### config.mk
export PLATFORM = sky130hd
export DESIGN_NAME = ftoi_seq
export DESIGN_NICKNAME = d
export VERILOG_FILES = /design/src/rtl/ftoi_seq.sv
export SDC_FILE = /design/constraint.sdc
export NUM_CORES = 1
export LEC_CHECK = 0
export BUFFER_PORTS_ARGS = -buffer_cell sky130_fd_sc_hd__clkbuf_2
export CORE_MARGIN = 2
export CORE_UTILIZATION = 50
export DETAILED_ROUTE_END_ITERATION = 10
export PLACE_DENSITY = 0.78
export SETUP_SLACK_MARGIN = 0.02
export SLEW_MARGIN = 20
export SYNTH_ARGS = -nofsm -noshare
export SYNTH_HDL_FRONTEND = slang
export SYNTH_SLANG_ARGS = --single-unit
### constraint.sdc
create_clock -name clk -period 4 [get_ports clk]
set_clock_uncertainty 0.2 [all_clocks]
set_input_delay 0.8 -clock clk [delete_from_list [all_inputs] [get_ports clk]]
set_output_delay 0.8 -clock clk [all_outputs]
set_load 0.005 [all_outputs]
### src/rtl/ftoi_seq.sv
// Multi-cycle float32 to int32 converter with truncation toward zero.
// The operand is classified at accept; normal values are denormalised by an
// iterative barrel step of up to STEP bits per cycle, then the sign is applied.
module ftoi_seq #(
  parameter int STEP = 1
) (
  input  logic        clk,
  input  logic        rst,
  input  logic        in_valid,
  output logic        in_ready,
  input  logic [31:0] a,
  output logic        out_valid,
  input  logic        out_ready,
  output logic [31:0] s,
  output logic        ovf,
  output logic        inexact
);

  localparam logic [4:0]         STEP_AMT = 5'(STEP);
  localparam logic signed [31:0] INT_MAX  = 32'sh7FFFFFFF;
  localparam logic signed [31:0] INT_MIN  = 32'sh80000000;

  typedef enum logic [1:0] {IDLE, SHIFT, NEGATE, DONE} state_t;

  state_t             state, state_nx;
  logic [31:0]        mag;
  logic [4:0]         rem;
  logic               left;
  logic               sticky;
  logic               neg;
  logic signed [31:0] s_q;
  logic               ovf_q;
  logic               inexact_q;

  logic [7:0]  exp_f;
  logic [22:0] man_f;
  logic        is_nan, is_inf, is_big, is_small, is_special, left_in;
  logic [4:0]  d_in;
  logic [4:0]  amt;
  logic [31:0] mask;
  logic [31:0] mag_sh;
  logic        lost;

  // Out-of-range inputs clamp to the int32 extreme matching their sign.
  function automatic logic signed [31:0] sat_by_sign(input logic sgn);
    return sgn ? INT_MIN : INT_MAX;
  endfunction

  // Magnitude is always below 2^31 here, so negation cannot overflow.
  function automatic logic signed [31:0] apply_sign(input logic sgn, input logic [31:0] m);
    logic signed [31:0] sm;
    sm = signed'(m);
    return sgn ? -sm : sm;
  endfunction

  assign exp_f = a[30:23];
  assign man_f = a[22:0];

  // Classify the incoming operand and derive the shift distance to 2^0.
  always_comb begin
    is_nan     = (exp_f == 8'hFF) && (man_f != 23'd0);
    is_inf     = (exp_f == 8'hFF) && (man_f == 23'd0);
    is_big     = (exp_f >= 8'd158) && (exp_f != 8'hFF);
    is_small   = (exp_f < 8'd127);
    is_special = is_nan | is_inf | is_big | is_small;
    left_in    = (exp_f > 8'd150);
    d_in       = left_in ? 5'(exp_f - 8'd150) : 5'(8'd150 - exp_f);
  end

  // One shift step: at most STEP bits, collecting discarded bits on right shifts.
  always_comb begin
    amt    = (rem < STEP_AMT) ? rem : STEP_AMT;
    mask   = (32'd1 << amt) - 32'd1;
    lost   = |(mag & mask);
    mag_sh = left ? (mag << amt) : (mag >> amt);
  end

  // State register.
  always_ff @(posedge clk) begin
    if (rst) state <= IDLE;
    else     state <= state_nx;
  end

  // Next-state and handshake outputs.
  always_comb begin
    state_nx  = state;
    in_ready  = 1'b0;
    out_valid = 1'b0;
    case (state)
      IDLE: begin
        in_ready = 1'b1;
        if (in_valid) begin
          if (is_special)         state_nx = DONE;
          else if (d_in != 5'd0)  state_nx = SHIFT;
          else                    state_nx = NEGATE;
        end
      end
      SHIFT:  if (rem == amt) state_nx = NEGATE;
      NEGATE: state_nx = DONE;
      DONE: begin
        out_valid = 1'b1;
        if (out_ready) state_nx = IDLE;
      end
      default: state_nx = IDLE;
    endcase
  end

  // Operand unpack, iterative denormalise and result formation.
  always_ff @(posedge clk) begin
    if (rst) begin
      s_q       <= '0;
      ovf_q     <= 1'b0;
      inexact_q <= 1'b0;
    end else begin
      case (state)
        IDLE: if (in_valid) begin
          neg    <= a[31];
          sticky <= 1'b0;
          mag    <= {8'b0, 1'b1, man_f};
          left   <= left_in;
          rem    <= d_in;
          if (is_nan) begin
            s_q <= INT_MAX;  ovf_q <= 1'b1;  inexact_q <= 1'b0;
          end else if (is_inf) begin
            s_q <= sat_by_sign(a[31]);  ovf_q <= 1'b1;  inexact_q <= 1'b0;
          end else if (is_big) begin
            // -2^31 is the one e>=31 value that is exactly representable.
            if (a == 32'hCF000000) begin
              s_q <= INT_MIN;  ovf_q <= 1'b0;
            end else begin
              s_q <= sat_by_sign(a[31]);  ovf_q <= 1'b1;
            end
            inexact_q <= 1'b0;
          end else if (is_small) begin
            s_q <= '0;  ovf_q <= 1'b0;  inexact_q <= |a[30:0];
          end
        end
        SHIFT: begin
          mag    <= mag_sh;
          sticky <= sticky | (lost & ~left);
          rem    <= rem - amt;
        end
        NEGATE: begin
          s_q       <= apply_sign(neg, mag);
          ovf_q     <= 1'b0;
          inexact_q <= sticky;
        end
        default: ;
      endcase
    end
  end

  assign s       = s_q;
  assign ovf     = ovf_q;
  assign inexact = inexact_q;

endmodule

==> summary.md, run 1 <==
| Metric | Value |
|---|---|
| # IOs | 72 |
| Worst setup EP type | flop |
| Worst slew pin tran | 0.895 ns |
| Post-synth top area share | 0.241 |
| CP max stage delay | between 0.4 and 0.5 ns |
| Unrepaired setup endpoints after global routing | no |
| Area leader, netlist | edfxtp_1 |
| Switch Pwr | 1.24 mW |
| Sw Ratio | 0.388 |
| Cts hold-fix bufs | 0 |
| Resize count post-CTS | 0 |
| Chip width | 104 µm |
| Vias per Instance | about 5.8 |
| CTS tree | built |
| Reg2reg path depth | 9 |
| Clock power share | 0.199 |
| Layout cells sized above 1 | 0.209 |
| PwrDens | around 570 mW/mm² |
| Critical Path Start | rem[3] |
| Drt drc | 0 |
| Synth cell types | 52 |
| Initial core utilization | 0.513 |
| Number of global-route vias before repair | 4084 |
| Post-layout min period | around 2.8 ns |
| Achievable clock frequency | 360 MHz |
| Post-synth EDFFs | 40 |
| Synth area leaders | edfxtp_1 24%, dfxtp_1 14%, mux2i_1 7.0%, mux2_2 5.0%, xnor2_1 4.9% |
| Clock buffer depth | 2 |
| DR WL/cell | 16.4 µm |
| Worst-path clk slew | around 0.080 ns |
| # clock sinks | 76 |
| Setup Buffers After CTS | 0 |
| CTS Buf Count | 9 |
| Mapped Area | ~0.0050 mm² |
| Outcome | finished, final reports clean |
| Data arrival time at the worst-slack endpoint | 2.68 ns |
| Drt total wl | 12300 µm |
| Area after DPL | about 0.0054 mm² |
| Full die area | ~0.011 mm² |
| Die Y | 104 µm |
| Int Power | 1.96 mW |
| Ant. Diodes | 0 |
| Multi-input gate area | 0.00282 mm² |
| Max Slew Vio Count | 0 |
| Fillers | 902 |
| P&R area growth vs syn | 12.7% |
| Crit Path Max Fanout | 23 |
| ANT nets after route | 0 |
| Synth async-reset ratio | 0 |
| Synth Instances | 572 |
| Placed cell count | 734 |
| Max-cap violations | 0 |
| Post-DP HPWL | 8890 µm |
| Final-report setup violation count | 0 |
| Leak | 2.16 nW |
| DRT iter0 DRCs | 491 |
| Synth Area per Inst | 8.73 µm² |
| Buffers added on ports | 71 |
| Root Driver | clkbuf_8 |
| Cell Count, Final, Fillers Out | 750 |
| Net Count, Synth | 620 |
| Hold endpoint | ovf |
| First-pass GRT wire length | a little over 20000 µm |
| Seq pwr share | 0.412 |
| HP Start | ovf |
| Setup TNS | 0 ns |
| CP cell instances | nor4_1 > nor2b_2 > inv_1 > ha_1 > inv_1 > a222oi_1 > nor2_1 > nor2_1 > nor2_1 |
| Worst Path Required | between 3 and 4 ns |
| Cell area after layout | 0.00563 mm² |
| Cell mode on critical path | nor2_1 |
| Worst R2R Start | rem[3] |
| Grt ovf | 0 |
| Count leader, synth | nor2_1 |
| Rows | 36 |
| Critical path class | flop to flop |
| Worst hold path type | flop to flop |
| R2r setup slk | 1.22 ns |
| Register area | 0.00192 mm² |
| Overall routing resource usage | 0.231 |
| Layout Nets | 660 |
| Terminus of the critical flop-to-flop path | sticky |
| Final hold vios | 0 |
| Combinational Power Share | 0.389 |
| Largest net degree at the start of global routing | 47 |
| GP Congestion | 0.905 |
| DR vias | 4373 |
| Slowest cell on crit path | edfxtp_1 |
| Final period util | 0.695 |
| H-tree levels | 3 |
| Seq cells post-synth | 76 |
| Hold path cells | 2 |
| Slew HR | 0.403 |
| Clock latency on the worst-skew pair | 0.36 ns |
| Yosys synthesis warning count | 0 |
| Ys flop type | edfxtp_1 |
| Sequential area share after synthesis | 0.385 |
| First drt pass iteration count | 9 |
| Antenna violations before repair | 0 |
| Core area | 0.00973 mm² |
| Worst VDD drop | between 200 and 300 µV |
| Startpoint Class | flop |
| Commonest cells post-synth | 60 x nor2_1, 48 x nand2_1, 44 x a21oi_1, 40 x edfxtp_1 |
[flip-flops by register name (all words and copies together) (netlist names)]
signal / flops
mag: 32
s: 32
rem: 5
state: 2
inexact: 1
left: 1
neg: 1
ovf: 1
sticky: 1
[worst max path at each step]
stage          slack (ns)      to
2_1_floorplan        0.32  mag[0]
3_3_place_gp         1.20    s[8]
3_5_place_dp         1.08   s[29]
4_1_cts              1.24   s[22]
5_1_grt               1.0   s[20]
6_report             1.22  sticky
[critical path, delay by kind of cell, from the launching register on]
family / cells / cell delay [ns]
adder cells (fa/ha/maj): 1 / 0.41
AO/OA/AOI/OAI: 1 / 0.36
buffers and inverters: 2 / 0.32
AND/OR/NAND/NOR: 5 / 0.78
flip-flops: 1 / 0.46
[per-stage QoR]
step	total power [mW]	hold slack, ns	util	setup slack, ns
6_report	3.21	0.265	0.578	1.22
4_1_cts	3.21	0.265	0.578	1.24
3_3_place_gp	2.53	0.244	0.555	1.20
5_1_grt	3.43	0.283	0.578	0.998
3_5_place_dp	2.58	0.252	0.555	1.08
2_1_floorplan	2.18	0.248	-	0.318
[placed cells by master, fill, tap and decap left out, types with 2 or more instances in the layout]
master     instances
a211oi_1           9
a21oi_1           43
a31oi_1            5
a41oi_1            2
buf_4              6
clkbuf_16          2
clkbuf_2          71
clkbuf_8          11
dfxtp_1           36
edfxtp_1          40
ha_1              12
inv_1             20
inv_4              2
mux2_2            22
mux2i_1           35
nand2_1           48
nand2b_1           4
nand3_1            4
nand4_1           10
nand4b_1           2
nor2_1            60
nor3_1            38
nor4_1            15
o2111ai_1          2
o21ai_0           37
o22ai_1            2
o31ai_1           11
o41ai_1            5
or2_2              3
xnor2_1           28
xor2_1             6
[layout make-up]
type / instances / share of cell area
Clock buffer: 13 / 0.0358
Inverter: 20 / 0.0133
Timing Repair Buffer: 78 / 0.0747
Tap cell: 133 / 0.0296
Sequential cell: 76 / 0.342
Clock inverter: 3 / 0.00378
Multi-Input combinational cell: 427 / 0.501
[metal layers]
layer  GRT usage  up-vias  wire, µm
li1            -     2160         -
met1       0.334     2042      5680
met2       0.345      147      5550
met3      0.0370       24       791
met4      0.0936        0       252
met5           0        -         0
[logic make-up after synthesis]
| kind of cell | Yosys count | share of synthesized area |
|---|---|---|
| fa+ha+maj | 12 | 0.0301 |
| xor+xnor | 34 | 0.0597 |
| simple gates | 195 | 0.190 |
| flops | 76 | 0.385 |
| compound gates | 129 | 0.162 |
| buf+inv | 69 | 0.0541 |
| mux | 57 | 0.120 |
[power by group through the flow]
stage	registers (mW)	logic, mW	clock network, mW
floorplan	1.23	0.947	0
global placement	1.32	1.21	0
detailed placement	1.33	1.25	0
CTS	1.32	1.25	0.643
global route	1.35	1.40	0.677
finish	1.32	1.25	0.638
Note: power is estimated with default switching activity, not from simulation.
==> run 2: changes to the inputs <==
--- a/config.mk
+++ b/config.mk
@@ -5,6 +5,7 @@
 export SDC_FILE = /design/constraint.sdc
 export NUM_CORES = 1
 export LEC_CHECK = 0
+export ABC_AREA = 1
 export BUFFER_PORTS_ARGS = -buffer_cell sky130_fd_sc_hd__clkbuf_2
 export CORE_MARGIN = 2
 export CORE_UTILIZATION = 50
==> constraint.sdc (replaced) <==
create_clock -name clk -period 2.7 [get_ports clk]
set_clock_uncertainty 0.2 [all_clocks]
set_input_delay 0.54 -clock clk [delete_from_list [all_inputs] [get_ports clk]]
set_output_delay 0.54 -clock clk [all_outputs]
set_load 0.005 [all_outputs]
==> summary.md, run 2 <==
| Metric | Value |
|---|---|
| CTS tree | built |
| Largest net degree at the start of global routing | 39 |
| Placed cell count | 970 |
| Place WS | 0.330 ns |
| Cell area after layout | 0.00604 mm² |
| Synth cell types | 40 |
| H-tree levels | 3 |
| Buffers added on ports | just over 70 |
| Initial core utilization | 0.514 |
| PwrDens | 975 mW/mm² |
| Startpoint Class | flop |
| Layout cells sized above 1 | 0.142 |
| Leak | 2.91 nW |
| Critical path class | flop to flop |
| Post-synth top area share | 0.226 |
| Achievable clock frequency | ~440 MHz |
| Slew HR | 0.540 |
| Worst hold path type | input port to flop |
| Final period util | 0.843 |
| Data arrival time at the worst-slack endpoint | 2.35 ns |
| Post-synth EDFFs | 40 |
| Cts hold-fix bufs | 0 |
| Final core occ | 0.585 |
| Chip width | about 110 µm |
| Drt total wl | 13600 µm |
| Most frequent cells in the layout | 146 x nand2_1, 119 x inv_1, 89 x o21ai_0 |
| Drt drc | 0 |
| First drt pass iteration count | 5 |
| # IOs | 72 |
| Synth area leaders | edfxtp_1 23%, dfxtp_1 14%, nand2_1 10%, inv_1 8.5%, o21ai_0 8.4% |
| Core area | 0.0103 mm² |
| Net Count, Synth | 834 |
| Synth Area per Inst | 6.75 µm² |
| Root Driver | clkbuf_8 |
| Area leader, netlist | edfxtp_1 |
| Clock buffer depth | 2 |
| Resize count post-CTS | 0 |
| # clock sinks | 76 |
| DRT iter0 DRCs | 579 |
| Setup Buffers After CTS | 0 |
| Count leader, synth | nand2_1 |
| Sequential area share after synthesis | 0.362 |
| CP cell instances | inv_1 > ha_1 > nand2_1 > nor2_2 > nand2_2 > nor2_2 > nand2_2 > nand2_4 > nand2_1 > nand2_1 > nand3_1 > a21oi_1 |
| Post-DP HPWL | 10100 µm |
| Cell mode on critical path | nand2_1 |
| Max Slew Vio Count | 0 |
| Cell Count, Final, Fillers Out | a little under 1000 |
| CTS Buf Count | 9 |
| Full die area | 0.0115 mm² |
| Max-cap violations | 0 |
| Ys flop type | edfxtp_1 |
| Synth async-reset ratio | 0 |
| Unrepaired setup endpoints after global routing | no |
| Worst VDD drop | 462 µV |
| Die Y | around 110 µm |
| Vias per Instance | between 5 and 6 |
| Final-report setup violation count | 0 |
| Grt ovf | 0 |
| Clock latency on the worst-skew pair | 0.35 ns |
| Final worst setup slack | roughly 0.43 ns |
| P&R area growth vs syn | 13.8% |
| Crit Path Max Fanout | 9 |
| Seq cells post-synth | 76 |
| Number of global-route vias before repair | 4754 |
| Antenna violations before repair | 0 |
| Worst setup EP type | flop |
| CP max stage delay | about 0.4 ns |
| Fillers | between 1000 and 1500 |
| Rows | 37 |
| First-pass GRT wire length | about 23000 µm |
| Commonest cells post-synth | 146 x nand2_1, 120 x inv_1, 89 x o21ai_0, 85 x nand3_1, 77 x nor2_1 |
| Area after DPL | 0.00583 mm² |
| Outcome | finished, final reports clean |
| ANT nets after route | 0 |
| Leading cell type in the layout, fill and taps excluded | nand2_1 |
| DR WL/cell | 13.8 µm |
| Layout Nets | 893 |
| DR vias | between 5000 and 6000 |
| Synth Instances | around 790 |
| Worst-path clk slew | 0.08 ns |
| Worst Path Required | 2.78 ns |
| Overall routing resource usage | 0.248 |
| Ant. Diodes | 0 |
| Post-layout min period | 2.27 ns |
| Yosys synthesis warning count | 0 |
| Final hold vios | 0 |
| Setup TNS | 0 ns |
| Worst slew pin tran | roughly 0.69 ns |
| Mapped Area | 0.00531 mm² |
| Slowest cell on crit path | edfxtp_1 |
| GP Congestion | a little over 0.9 |
==> run 2: worst paths after layout <==
| kind | slack [ns] | startpoint | end | cells after the start |
|---|---|---|---|---|
| hold reg to reg | 0.29 | ovf | ovf | 2 |
| hold / removal | 0.24 | rst | ovf | 2 |
| setup reg to reg | 0.43 | mag[1] | s[24] | 12 |
| setup / recovery | 0.43 | mag[1] | s[24] | 12 |
==> run 2: worst max-delay path, delay by kind of cell (launching register included) <==
kind,cells,cell delay (ns)
simple gates,9,1.07
compound gates,1,0.13
flops,1,0.40
buf+inv,1,0.16
fa+ha+maj,1,0.22
==> run 2: metrics by stage <==
step                power (mW)  hold WS, ns
finish                    5.89        0.237
global route              6.40        0.250
CTS                       5.87        0.227
detailed placement        4.98        0.275
global placement          4.92        0.269
floorplan                 4.08        0.260
==> run 2: kinds of logic (layout without fill, tap and decap cells) <==
group	Yosys count	count (layout)	share of synthesized area
and+or+nand+nor	347	347	0.289
AOI/OAI and AO/OA	182	182	0.190
buffers and inverters	163	227	0.121
DFF	76	76	0.362
adders and majority gates	12	12	0.0283
xor gates and xnor gates	6	6	0.00990
==> run 2: where the power goes <==
part           switching [mW]  leakage [nW]  internal [mW]
Clock                   0.412         0.109          0.467
Combinational            1.80          2.13           1.06
Sequential              0.369         0.672           1.78
==> run 2: area by class of cell <==
class,instances,area (µm²),area share
Sequential cell,76,1920,0.318
Multi-Input combinational cell,547,2760,0.457
Timing Repair Buffer,87,513,0.0850
Tap cell,136,170,0.0282
Inverter,124,468,0.0775
Clock inverter,3,15.0,0.00249
Clock buffer,13,191,0.0317
==> run 2: layer usage <==
| layer | vias to the layer above | global-route usage | routed length, µm |
|---|---|---|---|
| met5 | - | 0 | 0 |
| met4 | 0 | 0.0649 | 148 |
| met3 | 16 | 0.0304 | 1010 |
| met2 | 211 | 0.367 | 5770 |
| met1 | 2402 | 0.380 | 6690 |
| li1 | 2737 | - | - |
==> run 3: changes to the inputs <==
==> constraint.sdc (replaced) <==
create_clock -name clk -period 2.3 [get_ports clk]
set_clock_uncertainty 0.2 [all_clocks]
set_input_delay 0.46 -clock clk [delete_from_list [all_inputs] [get_ports clk]]
set_output_delay 0.46 -clock clk [all_outputs]
set_load 0.005 [all_outputs]
==> summary.md, run 3 (synthesis gave the netlist of run 2 again) <==
| Metric | Value |
|---|---|
| Outcome | finished, final reports clean |
| Number of global-route vias before repair | 4866 |
| Antenna violations before repair | 0 |
| Wire length on met2 | 6040 µm |
| CTS Buf Count | 9 |
| Worst Path Required | 2.20 ns |
| Data arrival time at the worst-slack endpoint | 1.97 ns |
| DR WL/cell | between 10 and 15 µm |
| Clock latency on the worst-skew pair | 0.37 ns |
| Post-DP HPWL | 10400 µm |
| Area after DPL | 0.00591 mm² |
| P&R area growth vs syn | 16.0% |
| Setup TNS | 0 ns |
| Initial core utilization | 0.514 |
| Die Y | 107 µm |
| Rows | 37 |
| Max-cap violations | 0 |
| DRT iter0 DRCs | 648 |
| Final hold vios | 0 |
| ANT nets after route | 0 |
| Worst hold path type | input port to flop |
| Max Slew Vio Count | 0 |
| Unrepaired setup endpoints after global routing | no |
| Leak | slightly below 3 nW |
| Worst-path clk slew | 0.08 ns |
| Cell area after layout | 0.00616 mm² |
| Layout cells sized above 1 | 0.162 |
| Root Driver | clkbuf_8 |
| First-pass GRT wire length | approximately 24000 µm |
| Clock buffer depth | 2 |
| Core area | roughly 0.010 mm² |
| Buffers added on ports | 71 |
| Largest net degree at the start of global routing | 38 |
| Worst slew pin tran | about 0.41 ns |
| Achievable clock frequency | slightly below 500 MHz |
| Drt drc | 0 |
| Placed cell count | 976 |
| Final period util | 0.900 |
| Slew HR | 0.723 |
| Drt total wl | 14200 µm |
| Final-report setup violation count | 0 |
| GP Congestion | 0.907 |
| Worst hold margin | 0.133 ns |
| Chip width | about 110 µm |
| Cell Count, Final, Fillers Out | 995 |
| Post-layout min period | 2.07 ns |
| Ant. Diodes | 0 |
| Final core occ | 0.597 |
| Leading cell type in the layout, fill and taps excluded | nand2_1 |
| Reg2reg path depth | 8 |
| # IOs | 72 |
| Crit Path Max Fanout | 18 |
| Worst VDD drop | 554 µV |
| Fillers | 1003 |
| Grt ovf | 0 |
| Overall routing resource usage | 0.255 |
| H-tree levels | 3 |
| Layout Nets | 902 |
| Metal3 WL | 1230 µm |
| Full die area | ~0.011 mm² |
| DR vias | 5449 |
| Worst setup EP type | flop |
| Final worst setup slack | 0.231 ns |
| Hold path cells | 2 |
| Vias per Instance | 5.48 |
| Cts hold-fix bufs | 0 |
| PwrDens | 1160 mW/mm² |
| Startpoint Class | flop |
| CTS tree | built |
| Pwr Total | 7.14 mW |
| # clock sinks | 76 |
| Most frequent cells in the layout | 146 x nand2_1, 114 x inv_1, 89 x o21ai_0 |
| Critical path class | flop to flop |
| Place WS | -0.0437 ns |
| First drt pass iteration count | 6 |
| Top layer reached by signal wires | met4 |
| Wl on met1 | 6640 µm |
==> run 3: cell types whose count changed in the layout (fill, tap and decap cells not counted), sizes merged <==
cell / previous run / this run
buf: 16 / 25
bufinv: 0 / 2
clkbuf: 84 / 82
==> run 3: where the power goes <==
part           switching (mW)  internal [mW]  total (mW)
combinational            2.20           1.29        3.49
sequential              0.431           2.09        2.52
clock                   0.512          0.607        1.12
==> run 3: worst max-delay path: stages (launching register included) <==
cell and delay [ns]:
edfxtp_1 0.43, nor2_1 0.16, nand2_1 0.10, nor2_2 0.11, buf_4 0.23, buf_4 0.25
o21ai_0 0.11, a21oi_1 0.14, a21oi_1 0.06
==> run 3: final cells by class <==
cell class,count,area (µm²),area share
well taps,136,170,0.0276
repair buffers,96,581,0.0943
inverters,124,468,0.0760
clock inverters,5,76.3,0.0124
clock buffers,11,131,0.0213
multi-input cells,547,2810,0.456
flip-flops and latches,76,1920,0.312
==> run 3: layer usage <==
layer | GRT usage | up-vias
li1 | - | 2756
met1 | 0.379 | 2406
met2 | 0.381 | 257
met3 | 0.0353 | 30
met4 | 0.0826 | 0
met5 | 0 | -
==> run 3: repair_timing <==
item	in CTS	in global routing
resized for setup	0	6
endpoints found under the setup margin	0	13
setup buffers	0	3
==> run 3: worst paths after layout <==
kind	end	slack [ns]	from
min	ovf	0.13	rst
max	mag[18]	0.23	rem[1]
min reg2reg	ovf	0.29	ovf
max reg2reg	mag[18]	0.23	rem[1]
